$ cat config.mk
export PLATFORM = sky130hd
export DESIGN_NAME = cpu_sequencer
export DESIGN_NICKNAME = d
export VERILOG_FILES = /design/src/rtl/cpu_sequencer.sv
export SDC_FILE = /design/constraint.sdc
export NUM_CORES = 1
export LEC_CHECK = 0
export CAP_MARGIN = 15
export CORE_AREA = 2 2 39 41
export CTS_BUF_LIST = sky130_fd_sc_hd__clkbuf_8
export DETAILED_ROUTE_END_ITERATION = 16
export DIE_AREA = 0 0 41 43
export GPL_TIMING_DRIVEN = 1
export PLACE_DENSITY_LB_ADDON = 0.12
export SYNTH_ARGS = -nofsm -noshare
export SYNTH_HDL_FRONTEND = slang
export SYNTH_SLANG_ARGS = --single-unit
$ cat constraint.sdc
create_clock -name clk -period 2.7 [get_ports clk]
set_clock_uncertainty 0.15 [all_clocks]
set_input_delay 0.27 -clock clk [delete_from_list [all_inputs] [get_ports clk]]
set_output_delay 0.27 -clock clk [all_outputs]
set_load 0.01 [all_outputs]
$ cat src/rtl/cpu_sequencer.sv
// cpu_sequencer: eight-phase instruction sequencer for the 8-bit
// accumulator CPU, with halt latching and single-step debug handshake.
//
// Ports:
//   clk, rst (sync, active-high)
//   opcode[2:0], zero            : IR opcode and accumulator-zero flag
//   step_en, step, resume        : debug single-step / halt release
//   sel, rd, ld_ir, inc_pc,
//   ld_pc, ld_ac, wr, data_e     : per-phase datapath strobes
//   halt, halted, phase[2:0]     : status
// Optional (define SEQ_TRACE_EN):
//   instr_done, instr_count[15:0]: retirement pulse and counter
module cpu_sequencer #(
   parameter int NUM_PHASES = 8
) (
   input  logic       clk,
   input  logic       rst,
   input  logic [2:0] opcode,
   input  logic       zero,
   input  logic       step_en,
   input  logic       step,
   input  logic       resume,
   output logic       sel,
   output logic       rd,
   output logic       ld_ir,
   output logic       inc_pc,
   output logic       ld_pc,
   output logic       ld_ac,
   output logic       wr,
   output logic       data_e,
   output logic       halt,
   output logic [2:0] phase,
   output logic       halted
`ifdef SEQ_TRACE_EN
   ,
   output logic        instr_done,
   output logic [15:0] instr_count
`endif
);

   generate
      if (NUM_PHASES != 8) begin : g_bad_phases
         $error("cpu_sequencer: NUM_PHASES must be 8");
      end
   endgenerate

   typedef enum logic [2:0] {
      OP_HLT = 3'd0,
      OP_SKZ = 3'd1,
      OP_ADD = 3'd2,
      OP_AND = 3'd3,
      OP_XOR = 3'd4,
      OP_LDA = 3'd5,
      OP_STO = 3'd6,
      OP_JMP = 3'd7
   } op_e;

   typedef enum logic [2:0] {
      PH_INST_ADDR  = 3'd0,
      PH_INST_FETCH = 3'd1,
      PH_INST_LOAD  = 3'd2,
      PH_IDLE       = 3'd3,
      PH_OP_ADDR    = 3'd4,
      PH_OP_FETCH   = 3'd5,
      PH_ALU_OP     = 3'd6,
      PH_STORE      = 3'd7
   } phase_e;

   phase_e r_phase;
   logic   r_halted;

   logic w_hlt;
   logic w_skz;
   logic w_sto;
   logic w_jmp;
   logic w_aluop;
   logic w_stall;

   assign w_hlt = (opcode == OP_HLT);
   assign w_skz = (opcode == OP_SKZ);
   assign w_sto = (opcode == OP_STO);
   assign w_jmp = (opcode == OP_JMP);
   assign w_aluop = (opcode == OP_ADD) || (opcode == OP_AND) ||
                    (opcode == OP_XOR) || (opcode == OP_LDA);

   // Step mode parks in phase 0 until a step pulse is seen there.
   assign w_stall = (r_phase == PH_INST_ADDR) && step_en && !step;

   always_ff @(posedge clk) begin
      if (rst) begin
         r_phase  <= PH_INST_ADDR;
         r_halted <= 1'b0;
      end else if (r_halted) begin
         if (resume) begin
            r_halted <= 1'b0;
            r_phase  <= PH_INST_ADDR;
         end
      end else if (!w_stall) begin
         // HLT still moves to phase 5, then freezes there.
         if (r_phase == PH_OP_ADDR && w_hlt)
            r_halted <= 1'b1;
         r_phase <= phase_e'(r_phase + 3'd1);
      end
   end

   always_comb begin
      sel    = 1'b0;
      rd     = 1'b0;
      ld_ir  = 1'b0;
      inc_pc = 1'b0;
      ld_pc  = 1'b0;
      ld_ac  = 1'b0;
      wr     = 1'b0;
      data_e = 1'b0;
      halt   = 1'b0;
      if (r_halted) begin
         halt = 1'b1;
      end else begin
         unique case (r_phase)
            PH_INST_ADDR: begin
               sel = 1'b1;
            end
            PH_INST_FETCH: begin
               sel = 1'b1;
               rd  = 1'b1;
            end
            PH_INST_LOAD, PH_IDLE: begin
               sel   = 1'b1;
               rd    = 1'b1;
               ld_ir = 1'b1;
            end
            PH_OP_ADDR: begin
               inc_pc = 1'b1;
               halt   = w_hlt;
            end
            PH_OP_FETCH: begin
               rd = w_aluop;
            end
            PH_ALU_OP: begin
               rd     = w_aluop;
               inc_pc = w_skz && zero;
               ld_pc  = w_jmp;
               data_e = w_sto;
            end
            PH_STORE: begin
               rd     = w_aluop;
               ld_ac  = w_aluop;
               ld_pc  = w_jmp;
               wr     = w_sto;
               data_e = w_sto;
            end
         endcase
      end
   end

   assign phase  = r_phase;
   assign halted = r_halted;

`ifdef SEQ_TRACE_EN
   logic        r_done;
   logic [15:0] r_count;
   logic        w_retire;

   // An instruction retires when phase 7 completes or HLT halts.
   assign w_retire = !r_halted &&
                     ((r_phase == PH_STORE) ||
                      (r_phase == PH_OP_ADDR && w_hlt));

   always_ff @(posedge clk) begin
      if (rst) begin
         r_done  <= 1'b0;
         r_count <= 16'd0;
      end else begin
         r_done <= w_retire;
         if (w_retire)
            r_count <= r_count + 16'd1;
      end
   end

   assign instr_done  = r_done;
   assign instr_count = r_count;
`endif

endmodule

==> metrics.md <==
| Metric | Value |
|---|---|
| Slew Limit Fails | `0` |
| Post-CTS setup buffers | `0` |
| Synth Register Bits | `4` |
| Final hold violation count | `0` |
| Synth Warn # | `0` |
| Die height | `about 43 um` |
| Hold buffers post-CTS | `0` |
| Max Cap Viol | `0` |
| Initial Util | `0.291` |
| WHS Path Cells | `2` |
| Clock Root Buffer | `clkbuf_8` |
| Crit. End Element | `primary output` |
| Proportion of layout cells with a drive suffix above 1 | `0.114` |
| Peak VDD IR | `0.000289 V` |
| Netlist Area Pre-Place | `403 um^2` |
| DRT Wirelength | `~960 um` |
| Post-CTS sizing | `0` |
| Setup violations, final | `0` |
| Post-layout nets | `86` |
| DR DRC count | `0` |
| Fin Setup TNS | `0 ns` |
| Clk slew on worst S/H paths | `approximately 0.03 ns` |
| Synth area leaders | `dfxtp_1 20%, ha_1 16%, buf_6 5.6%` |
| Vias in the first global route | `365` |
| Post-Synthesis Net Count | `62` |
| GR Overflow Total | `0` |
| Core area | `about 1400 um^2` |
| CTS Sinks | `4` |
| First-pass GRT wire length | `1.48 mm` |
| RePlAce Congestion | `0.722` |
| Max Root-Sink Buffers | `2` |
| Clk Latency, worst-skew pair | `0.22 ns` |
| Period utilisation layout | `0.872` |
| Die Area | `1760 um^2` |
| Vias | `423` |
| Commonest non-fill, non-tap cell in the layout | `clkdlybuf4s50_1` |
| Netlist cell types | `24` |
| Antenna violations before repair | `0` |
| Fmax | `425 MHz` |
| Leakage power | `between 0.2 and 0.3 nW` |
| Post-Synthesis Cells | `48` |
| Commonest non-fill, non-tap cells in the layout | `21 x clkdlybuf4s50_1, 5 x nand2_1, 5 x ha_1` |
| Worst Path Arrival | `roughly 1.9 ns` |
| Largest area contributor in the netlist | `dfxtp_1` |
| Post-DP HPWL | `767 um` |
| Critical path type | `reg -> out` |
| Vias/cell | `between 4 and 5` |
| Cell Rows | `14` |
| Rel. slew slack | `0.743` |
| Routed len/inst | `11.2 um` |
| Worst Reg-to-Reg Cells | `5` |
| Pwr dens | `466 nW/um^2` |
| Die width | `about 41 um` |
| CP max stage cell | `clkdlybuf4s50_1` |
| H-tree Lvls | `1` |
| Worst Hold Slack | `0.400 ns` |
| CP required | `2.28 ns` |
| Gr usage total | `0.121` |
| I/O pin count | `22` |
| Status | `complete, no violations` |
| Filler cell count | `150` |
| Slew @ Worst Pin | `between 0.3 and 0.4 ns` |
| Final ANT Viol Nets | `0` |
| Share of the synthesized area in the top cell type | `0.199` |
| Inserted Clock Buffers | `3` |
| Port buffer count | `21` |
| Pre-antenna DRT Iters | `3` |
| CP Cell Sequence | `inv_1 > ha_1 > a41o_1 > and3_2 > clkdlybuf4s50_1` |
| Antenna diodes | `0` |
| Sequential share of the synthesized area | `0.199` |
| Crit path max fanout | `7` |
| CTS tree | `done` |
| P&R area growth vs syn | `61.8%` |
| Largest net degree at the start of global routing | `14` |
| Fin crit period | `2.35 ns` |
| RSZ-0062 raised after global routing | `false` |
| Worst path max stage delay | `between 0.4 and 0.5 ns` |
| Initial drt markers | `2` |
| Syn_area_per_cell | `8.39 um^2` |
| Startpoint type of the worst setup path | `register` |
| Worst hold path type | `reg -> reg` |
[worst max-delay path, delay by kind of cell (launching register included)]
| kind | cells | cell delay [ns] |
|---|---|---|
| flip-flops | 1 | 0.46 |
| buffers and inverters | 2 | 0.60 |
| AO/OA/AOI/OAI | 1 | 0.21 |
| adder cells (fa/ha/maj) | 1 | 0.25 |
| AND/OR/NAND/NOR | 1 | 0.20 |
[layout make-up]
type,instances,area (um^2),share of cell area
Multi-Input combinational cell,39,289,0.443
Timing Repair Buffer,21,210,0.322
Sequential cell,4,80.1,0.123
Clock buffer,3,41.3,0.0633
Tap cell,16,20.0,0.0307
Inverter,3,11.3,0.0173
[cell usage after synthesis]
cell type / count
a221o_1: 1
nand3_1: 4
o211ai_2: 1
dfxtp_1: 4
o211ai_1: 1
o21ai_0: 1
nand2b_1: 1
and4bb_4: 1
nor4b_1: 1
a21oi_1: 4
a31o_2: 1
nor2b_1: 1
nor2_1: 4
nand4bb_2: 1
ha_1: 5
a41o_1: 1
nor3_1: 2
and3_2: 1
mux2i_1: 1
buf_6: 2
xnor2_1: 1
nand2_1: 5
and3b_1: 1
inv_1: 3
[registers in the layout, summed over array words and instances, names as in the netlist]
name	flops
halted	1
phase	3
[path summary, 6_finish.rpt]
path	start	slack, ns	endpoint
setup / recovery	phase[1]$_SDFFE_PP0P_	0.35	inc_pc
hold / removal	phase[0]$_SDFFE_PP0P_	0.40	phase[0]$_SDFFE_PP0P_
setup reg to reg	phase[1]$_SDFFE_PP0P_	1.12	halted$_SDFF_PP0_
hold reg to reg	phase[0]$_SDFFE_PP0P_	0.40	phase[0]$_SDFFE_PP0P_
[metrics by stage]
step	power, mW	util	setup WS (ns)	instance area (um^2)	std cells
global placement	0.181	0.441	0.430	611	83
floorplan	0.131	-	1.07	403	48
global route	0.323	0.471	0.236	652	86
CTS	0.310	0.471	0.317	652	86
finish	0.304	0.471	0.346	652	86
detailed placement	0.181	0.441	0.410	611	83
[logic make-up (layout without fill, tap and decap cells)]
family | count (synthesis) | count (layout) | synth area share
AND/OR/NAND/NOR | 22 | 22 | 0.332
AO/OA/AOI/OAI | 10 | 10 | 0.183
adder cells (fa/ha/maj) | 5 | 5 | 0.155
buffers and inverters | 5 | 27 | 0.0838
flip-flops | 4 | 4 | 0.199
XOR/XNOR | 1 | 1 | 0.0217
multiplexers | 1 | 1 | 0.0248
[layer usage]
layer	up-vias	wire, um	part of all wire	global-route usage
met5	-	0	0	0
met4	0	20	0.021	0.0800
met3	2	38	0.040	0.0157
met2	11	482	0.50	0.191
met1	191	419	0.44	0.145
li1	219	-	-	-
[power by group]
group          switching [mW]  internal, mW
sequential             0.0114        0.0653
combinational          0.0420        0.0600
clock                  0.0303        0.0950
No activity file was read; power rests on OpenSTA's default activity.
